$ cat src/rtl/carry_bypass_seq_ctrl.sv
// Sequences a WIDTH-bit add through one external 16-bit carry-bypass adder,
// one 16-bit slice per cycle from the LSB up, with valid/ready on both sides.
module carry_bypass_seq_ctrl #(
    parameter int WIDTH = 64
) (
    input  logic             clk,
    input  logic             rst,
    input  logic             in_valid,
    output logic             in_ready,
    input  logic [WIDTH-1:0] in_a,
    input  logic [WIDTH-1:0] in_b,
    input  logic             in_cin,
    output logic             out_valid,
    input  logic             out_ready,
    output logic [WIDTH-1:0] out_sum,
    output logic             out_cout,
    output logic [15:0]      add_a,
    output logic [15:0]      add_b,
    output logic             add_cin,
    input  logic [15:0]      add_sum,
    input  logic             add_cout,
    output logic             busy
);

    // WIDTH must be a non-zero multiple of 16; NSLICE is derived from it.
    localparam int NSLICE = WIDTH / 16;
    localparam int IDX_W  = (NSLICE > 1) ? $clog2(NSLICE) : 1;

    typedef enum logic [1:0] {
        ST_IDLE,
        ST_RUN,
        ST_DONE
    } state_t;

    state_t           r_state;
    state_t           w_state_nxt;
    logic [WIDTH-1:0] r_a;
    logic [WIDTH-1:0] r_b;
    logic [WIDTH-1:0] r_sum;
    logic             r_carry;
    logic             r_cout;
    logic [IDX_W-1:0] r_idx;

    logic             w_accept;
    logic             w_run;
    logic             w_last;
    logic [15:0]      w_a_slice;
    logic [15:0]      w_b_slice;

    assign w_run    = (r_state == ST_RUN);
    assign w_accept = (r_state == ST_IDLE) && in_valid;
    assign w_last   = (r_idx == IDX_W'(NSLICE - 1));

    // NOTE: state updates use non-blocking assignments so every register
    // samples pre-edge values regardless of statement order.
    always_ff @(posedge clk or posedge rst) begin
        if (rst) begin
            r_state <= ST_IDLE;
        end else begin
            r_state <= w_state_nxt;
        end
    end

    // NOTE: every always_comb output gets a default first so no path
    // leaves it unassigned and a latch cannot be inferred.
    always_comb begin
        w_state_nxt = r_state;
        case (r_state)
            ST_IDLE: if (in_valid)  w_state_nxt = ST_RUN;
            ST_RUN:  if (w_last)    w_state_nxt = ST_DONE;
            ST_DONE: if (out_ready) w_state_nxt = ST_IDLE;
            default:                w_state_nxt = ST_IDLE;
        endcase
    end

    always_comb begin
        w_a_slice = '0;
        w_b_slice = '0;
        for (int s = 0; s < NSLICE; s++) begin
            if (r_idx == IDX_W'(s)) begin
                w_a_slice = r_a[16*s +: 16];
                w_b_slice = r_b[16*s +: 16];
            end
        end
    end

    // Operand lanes are gated to zero outside RUN to keep the adder quiet.
    assign add_a   = w_run ? w_a_slice : 16'h0000;
    assign add_b   = w_run ? w_b_slice : 16'h0000;
    assign add_cin = w_run ? r_carry   : 1'b0;

    // NOTE: operand and result registers are plain flops, not a memory
    // array, so they take the async reset like the rest of the state.
    always_ff @(posedge clk or posedge rst) begin
        if (rst) begin
            r_a     <= '0;
            r_b     <= '0;
            r_sum   <= '0;
            r_carry <= 1'b0;
            r_cout  <= 1'b0;
            r_idx   <= '0;
        end else if (w_accept) begin
            r_a     <= in_a;
            r_b     <= in_b;
            r_carry <= in_cin;
            r_idx   <= '0;
        end else if (w_run) begin
            for (int s = 0; s < NSLICE; s++) begin
                if (r_idx == IDX_W'(s)) begin
                    r_sum[16*s +: 16] <= add_sum;
                end
            end
            r_carry <= add_cout;
            if (w_last) begin
                r_idx  <= '0;
                r_cout <= add_cout;
            end else begin
                r_idx  <= r_idx + IDX_W'(1);
            end
        end
    end

    assign in_ready  = (r_state == ST_IDLE);
    assign busy      = (r_state != ST_IDLE);
    assign out_valid = (r_state == ST_DONE);
    assign out_sum   = r_sum;
    assign out_cout  = r_cout;

endmodule

$ cat config.mk
export PLATFORM = sky130hd
export DESIGN_NAME = carry_bypass_seq_ctrl
export DESIGN_NICKNAME = d
export VERILOG_FILES = /design/src/rtl/carry_bypass_seq_ctrl.sv
export SDC_FILE = /design/constraint.sdc
export NUM_CORES = 1
export LEC_CHECK = 0
export CAP_MARGIN = 10
export CORE_MARGIN = 2
export CORE_UTILIZATION = 51
export DETAILED_ROUTE_END_ITERATION = 6
export GPL_ROUTABILITY_DRIVEN = 0
export GPL_TIMING_DRIVEN = 0
export PLACE_DENSITY = 0.85
export SKIP_LAST_GASP = 1
export SLEW_MARGIN = 10
export SYNTH_ARGS = -nofsm -noshare
export SYNTH_HDL_FRONTEND = slang
export SYNTH_SLANG_ARGS = --single-unit
export TNS_END_PERCENT = 30
$ cat constraint.sdc
create_clock -name clk -period 12.3 [get_ports clk]
set_clock_uncertainty 0.2 [all_clocks]
set_input_delay 3.075 -clock clk [delete_from_list [all_inputs] [get_ports clk]]
set_output_delay 3.075 -clock clk [all_outputs]
set_load 0.03 [all_outputs]
### Word-level counts from Yosys, hierarchy flattened

Cells that the tools add are included.

* register bits after elaboration: 198
* input port bits: 150
* word-level logic and storage cells: 50
* output and inout port bits: 101

* add/subtract/negate cells: 1
* multiplexer cells: 20
* equality and inequality tests: 8
* reduce and logical (&&, ||, !) cells: 10
* bitwise gates (word level): 1

Operators with widths (number)
* 2-to-1 mux 16 bit: 10
* AND reduction 3 bit: 5
* 2-to-1 mux 2 bit: 6
* equality test 2 bit (second input constant): 3
* case mux 2 bit (3 select lines): 1
* equality test 2 x 1 -> 1 bit (second input constant): 2
* logical NOT 2 bit: 2
* != test 2 x 1 -> 1 bit (second input constant): 2
* nonzero test 2 bit: 2
* 2-to-1 mux 1 bit: 3
* adder 2 x 1 -> 2 bit (second input constant): 1
* != test 2 bit (second input constant): 1
* logical AND 1 bit: 1
* inverter 1 bit: 1

### Longest topological paths before layout

Gate-level depths: netlist (run 1).

* depth after elaboration: 6
* mapped depth: 8
* depth with buffers taken out: 5

### Worst setup path after synthesis (run 1)

OpenSTA, ideal clock, no wires.

* path type: flip-flop to output port
* from: reg r_idx[0]
* to: out add_a[0]
* required time: 9.025 ns
* slack: 7.346 ns
* arrival: 1.679 ns
* stages on the path, launching flop included: 8
* buffers on the path: 2
* cells stage by stage: dfrtp_1 > inv_1 > ha_1 > nor2b_1 > clkbuf_1 > buf_2 > a221o_1 > a32o_1

* longest elaborated chain between the ends: 6
* elaborated cells between the ends (all ways): 9
* those cells by class: eq/ne (3); mux (5); reduce/logical (1)

Ends and longest elaborated chain
* from (decl): line 42 `logic [IDX_W-1:0] r_idx;`
* from (signal assigned): line 118 `r_idx <= r_idx + IDX_W'(1);`
* logical NOT 2 bit: line 80 `if (r_idx == IDX_W'(s)) begin`
* 2-to-1 mux 16 bit (3 in series): line 80
* 2-to-1 mux 16 bit *: line 80
* 2-to-1 mux 16 bit *: line 88 `assign add_a = w_run ? w_a_slice : 16'h0000;`
* to (decl): line 17 `output logic [15:0] add_a,`

Mark *: on every way between the ends. The rest lies on a longest branch, timed or not.

### Worst setup path after layout (run 1)

* from: reg r_idx[1]
* to: out add_a[0]

Same word-level chain as after synthesis.

==> run_results.csv, run 1 <==
group,metric,value,unit
outcome,status,"finished, final reports clean",
synth,ys_seq_elements,198,
worst_setup_path,worstRegToRegCells,6,
final_layout,final-seq-area,4950,sq um
clock_network,post_cts_resized,0,
drt,vias,5877,
timing,maxSlewHeadroom,0.556,
synth,syn-num-nets,713,
placed_design,placed_area,11400,sq um
final_layout,fillCellCount,1084,
synth,ys_warn_count,0,
flow_run,maxCapViolations,0,
worst_setup_path,worstPathMaxFanout,10,
clock_network,cts_tree,"done",
floorplan,die_h,134,microns
timing,finalMaxSlewViolations,0,
final_layout,nets,983,
worst_setup_path,setup.worst_path.end_class,"primary output",
drt,drc,0,
drt,wl,22.6,mm
grt,grt_max_degree,122,
floorplan,coreArea,16500,sq um
final_layout,final_layout_size_suffix_gt1_frac,0.302,
drt,postRouteAntennaNets,0,
power,ir_drop,0.156,mV
floorplan,ios,251,
worst_setup_path,criticalPathCategory,"flip-flop to primary output",
final_layout,finish.instance_area,12000,sq um
floorplan,num_rows,47,
floorplan,die_x,134,microns
final_layout,multiInputGateArea,3270,sq um
worst_setup_path,critPathArrivalTime,3.02,ns
placed_design,portBuffers,250,
synth,netlist_instances,559,
grt,grt_pass1_wl,35.5,mm
worst_setup_path,timing.critical_path.to,"add_a[0]",
synth,synth.avg_cell_area,15.4,sq um
synth,yosysSeqAreaShare,0.577,
worst_setup_path,r2r-end,"out_sum[37]",
min_path,hold_path_class,"flip-flop to flip-flop",
drt,drtIter0Drc,321,
floorplan,die-area,17900,sq um
drt,drt-vias-per-instance,5.53,
timing,setup-violations-final,0,
synth,ys_types,25,
clock_network,hold_buffers,0,
synth,synth_area,8590,sq um
worst_setup_path,r2r_start,"r_idx[0]",
clock_network,clk_latency,0.43,ns
clock_network,max-clock-path-buffers,2,
timing,fmax,0.159,GHz
clock_network,post_cts_buffers,0,
floorplan,start_util,0.520,
worst_setup_path,crit_path_start_kind,"flip-flop",
timing,period_minus_slack,6.29,ns
timing,tightest_slew,0.666,ns
grt,antenna_found_initial,1,
clock_network,clock-root-buffer,"clkbuf_16",
worst_setup_path,setup.worst_path.start,"r_idx[1]",
final_layout,syn_to_final_growth,39.6,%
worst_setup_path,ff2ff_setup_slack,10.32,ns
timing,setup_tns,0,ns
power,powerDensity,305,nW/um^2
timing,finalHoldViolations,0,
grt,grt_pass1_vias,6444,
placed_design,dp_hpwl,16.5,mm
drt,post_drt_wl_per_cell,21.3,microns
clock_network,htreeDepth,4,
grt,grt_use_total,0.261,
clock_network,cts_buffers,17,
power,power.leakage,4.93,nW
clock_network,cts.sinks,198,
timing,rsz0062_at_grt,"false",
worst_setup_path,crit_required,9.02,ns
timing,post-route-period-util,0.512,
grt,grt_overflow,0,
drt,drt-pass1-iter-count,5,
clock_network,clk_pin_slew,0.07,ns
-- stage by stage --
step | total power [mW] | util | hold WS (ns) | setup slack, ns | instances
finish | 3.66 | 0.726 | 0.279 | 6.01 | 1063
CTS | 3.68 | 0.726 | 0.282 | 5.99 | 1062
global placement | 3.04 | 0.688 | 0.261 | 1.53 | 1029
global route | 3.84 | 0.726 | 0.299 | 5.82 | 1063
detailed placement | 3.11 | 0.690 | 0.266 | 6.45 | 1030
floorplan | 2.40 | - | 0.248 | 3.63 | 559
-- final cells by class --
cell class,count,share of cell area
Timing Repair Buffer,251,0.211
Tap cell,220,0.0230
Antenna cell,1,0.000209
Multi-Input combinational cell,313,0.273
Clock buffer,21,0.0384
Inverter,5,0.00219
Buffer,43,0.0291
Clock inverter,11,0.0103
Sequential cell,198,0.413
-- worst min path at each step --
stage | startpoint | end | slack, ns | cells after the start
after global routing | r_a[45] | r_a[45] | 0.30 | 1
after detailed placement | r_a[44] | r_a[44] | 0.27 | 1
after global placement | r_a[37] | r_a[37] | 0.26 | 1
final | r_a[44] | r_a[44] | 0.28 | 1
after floorplan | r_a[35] | r_a[35] | 0.25 | 1
after CTS | r_a[44] | r_a[44] | 0.28 | 1
-- cells by family after synthesis --
family,Yosys count,synth area share
compound gates,69,0.0791
fa+ha+maj,4,0.00583
buf+inv,48,0.0428
flops,198,0.577
mux,194,0.262
simple gates,46,0.0339
-- critical path, stage by stage, from the launching register on --
cell and delay [ns]:
dfrtp_1 0.40, inv_1 0.09, ha_1 0.18, buf_4 0.16
nor2b_1 0.10, clkbuf_1 0.24, buf_2 0.31, a221o_1 0.19
a32o_1 0.21, clkdlybuf4s50_1 0.71
-- power by group --
part           internal, mW  switching, mW
Sequential            0.989          0.187
Combinational         0.970          0.957
Clock                 0.312          0.246
-- cell usage after synthesis --
master,count,area [sq um]
dfrtp_1,198,4950
mux2_2,166,1870
a221o_1,33,330
nand2b_1,33,206
a32o_1,32,320
buf_6,21,236
mux2_4,17,255
mux2_1,11,124
clkbuf_1,10,37.5
buf_2,9,45.0
inv_1,5,18.8
ha_1,4,50.1
nor2b_1,4,25.0
nand2_2,3,18.8
and2_4,2,17.5
buf_4,2,15.0
a21o_1,1,7.51
a21oi_1,1,5.00
a22o_1,1,8.76
and2_1,1,6.26
buf_8,1,15.0
nand3b_1,1,7.51
nor2_1,1,3.75
o21bai_1,1,7.51
or2_2,1,6.26
-- layout by cell type (no fill, tap or decap), drive strengths merged, types with 2 or more instances in the layout --
master         instances
dfrtp                198
buf                   34
clkinv                 7
ha                     4
nand2b                33
bufinv                 2
a221o                 33
mux2                 194
and2                   3
clkdlybuf4s50        250
inv                    7
a32o                  32
nand2                  3
clkbuf                31
nor2b                  4
-- registers in the layout (all words and copies together), names as in the netlist --
register  cells
r_b          64
r_state       2
out_sum      64
r_carry       1
r_idx         2
r_a          64
out_cout      1
-- per-layer routing --
metal / up-vias / part of all wire / GRT usage
met5: - / 0 / 0
met1: 2957 / 0.40 / 0.321
li1: 2612 / - / -
met3: 36 / 0.089 / 0.0801
met4: 0 / 0.017 / 0.0780
met2: 272 / 0.50 / 0.446
Power figures use the tool's default switching activity.
==> run 2, diff against run 1 <==
--- a/config.mk
+++ b/config.mk
@@ -7,11 +7,11 @@
 export LEC_CHECK = 0
 export CAP_MARGIN = 10
 export CORE_MARGIN = 2
-export CORE_UTILIZATION = 51
+export CORE_UTILIZATION = 43
 export DETAILED_ROUTE_END_ITERATION = 6
 export GPL_ROUTABILITY_DRIVEN = 0
 export GPL_TIMING_DRIVEN = 0
-export PLACE_DENSITY = 0.85
+export PLACE_DENSITY = 0.77
 export SKIP_LAST_GASP = 1
 export SLEW_MARGIN = 10
 export SYNTH_ARGS = -nofsm -noshare
==> constraint.sdc (replaced) <==
create_clock -name clk -period 5.5 [get_ports clk]
set_clock_uncertainty 0.2 [all_clocks]
set_input_delay 1.375 -clock clk [delete_from_list [all_inputs] [get_ports clk]]
set_output_delay 1.375 -clock clk [all_outputs]
set_load 0.03 [all_outputs]
==> run_results.csv, run 2 (synthesis gave the netlist of run 1 again) <==
group,metric,value,unit
outcome,status,"finished, final reports clean",
power,sequentialPowerShare,0.317,
worst_setup_path,critPathArrivalTime,3.01,ns
placed_design,portBuffers,250,
flow_run,maxCapViolations,0,
floorplan,coreArea,19500,sq um
final_layout,final_cell_mix,"clkdlybuf4s50_1 (250), dfrtp_1 (198), mux2_2 (166), a221o_1 (33), nand2b_1 (33)",
clock_network,cts_buffers,17,
timing,finalHoldViolations,0,
drt,drt-pass1-iter-count,4,
worst_setup_path,criticalPathCategory,"flip-flop to primary output",
timing,tightest_slew,0.648,ns
clock_network,post_cts_buffers,0,
final_layout,finish.instance_area,12200,sq um
clock_network,clock-root-buffer,"clkbuf_16",
drt,drtIter0Drc,202,
placed_design,dp_hpwl,17.4,mm
timing,setup-violations-final,0,
placed_design,pre_cts_ws,1.32,ns
timing,setup_slack,0.914,ns
grt,grt_use_total,0.223,
power,clock_power_share,0.159,
grt,grt_max_degree,42,
power,p_sw_frac,0.380,
power,p_sw,3.14,mW
worst_setup_path,crit_path_start_kind,"flip-flop",
timing,fmax,0.218,GHz
timing,post-route-period-util,0.834,
drt,post_drt_wl_per_cell,20.9,microns
timing,setup_tns,0,ns
clock_network,cts.sinks,198,
timing,maxSlewHeadroom,0.568,
power,internal_power,5.12,mW
power,ir_drop,0.423,mV
clock_network,max-clock-path-buffers,2,
drt,drc,0,
clock_network,cts_tree,"done",
worst_setup_path,ff2ff_setup_slack,3.53,ns
worst_setup_path,worstPathMaxFanout,10,
final_layout,fillCellCount,1523,
grt,grt_pass1_vias,6601,
min_path,hold_path_class,"flip-flop to flip-flop",
grt,antenna_found_initial,0,
grt,grt_overflow,0,
timing,rsz0062_at_grt,"false",
final_layout,fin_util,0.624,
clock_network,hold_buffers,0,
final_layout,layout_commonest_cell,"clkdlybuf4s50_1",
clock_network,clk_pin_slew,0.08,ns
drt,drt-vias-per-instance,5.25,
worst_setup_path,crit_required,3.92,ns
final_layout,final_layout_size_suffix_gt1_frac,0.308,
clock_network,clk_latency,0.42,ns
floorplan,die-area,21100,sq um
drt,vias,5841,
final_layout,syn_to_final_growth,41.7,%
floorplan,num_rows,51,
timing,finalMaxSlewViolations,0,
power,powerDensity,678,nW/um^2
floorplan,start_util,0.440,
timing,period_minus_slack,4.59,ns
power,comb_power_share,0.523,
final_layout,nets,988,
placed_design,placed_area,11600,sq um
drt,wl,23.3,mm
floorplan,die_h,145,microns
grt,grt_pass1_wl,36.7,mm
power,power.leakage,4.98,nW
floorplan,die_x,145,microns
floorplan,ios,251,
power,power,8.25,mW
clock_network,htreeDepth,4,
worst_setup_path,setup.worst_path.end_class,"primary output",
clock_network,post_cts_resized,0,
drt,postRouteAntennaNets,0,
final_layout,antenna_cells,0,
[run 2: worst paths after layout]
kind / startpoint / cells past startpoint / to
worst max register to register: r_idx[0] / 6 / out_sum[47]
worst min register to register: r_a[38] / 1 / r_a[38]
max in group asynchronous: rst / 5 / r_a[32]
worst min-delay path: r_a[38] / 1 / r_a[38]
min in group asynchronous: rst / 2 / out_sum[60]
worst max-delay path: r_idx[1] / 9 / add_a[0]
[run 2: cell type report]
cell class                      count  area, sq um  area share
Buffer                             43          349      0.0287
Clock inverter                     15          193      0.0158
Timing Repair Buffer              256         2630       0.216
Inverter                            5         22.5     0.00185
Tap cell                          265          332      0.0272
Multi-Input combinational cell    313         3270       0.269
Sequential cell                   198         4950       0.407
Clock buffer                       17          425      0.0349
[run 2: power by group through the flow]
| stage | combinational [mW] | sequential (mW) | clock, mW |
|---|---|---|---|
| 2_1_floorplan | 2.35 | 3.02 | 0 |
| 3_3_place_gp | 4.26 | 2.58 | 0 |
| 3_5_place_dp | 4.34 | 2.64 | 0 |
| 4_1_cts | 4.37 | 2.62 | 1.34 |
| 5_1_grt | 4.56 | 2.70 | 1.41 |
| 6_report | 4.32 | 2.62 | 1.32 |
[run 2: metal layers]
metal	GRT usage	wire (microns)	vias to the layer above
met4	0.0495	221	0
met5	0	0	-
met3	0.0734	1610	15
li1	-	-	2619
met2	0.390	11800	223
met1	0.270	9630	2984
[run 2: worst max-delay path, stage by stage, from the launching register on]
cell and delay (ns):
dfrtp_1 0.41, inv_1 0.08, ha_1 0.18, buf_4 0.16
nor2b_1 0.10, clkbuf_1 0.23, buf_2 0.30, a221o_1 0.19
a32o_1 0.21, clkdlybuf4s50_1 0.72
[run 2: per-stage QoR]
step	hold slack (ns)	std cells
after floorplan	0.248	559
after global placement	0.261	1074
after detailed placement	0.268	1080
after CTS	0.285	1112
after global routing	0.297	1112
final	0.285	1112
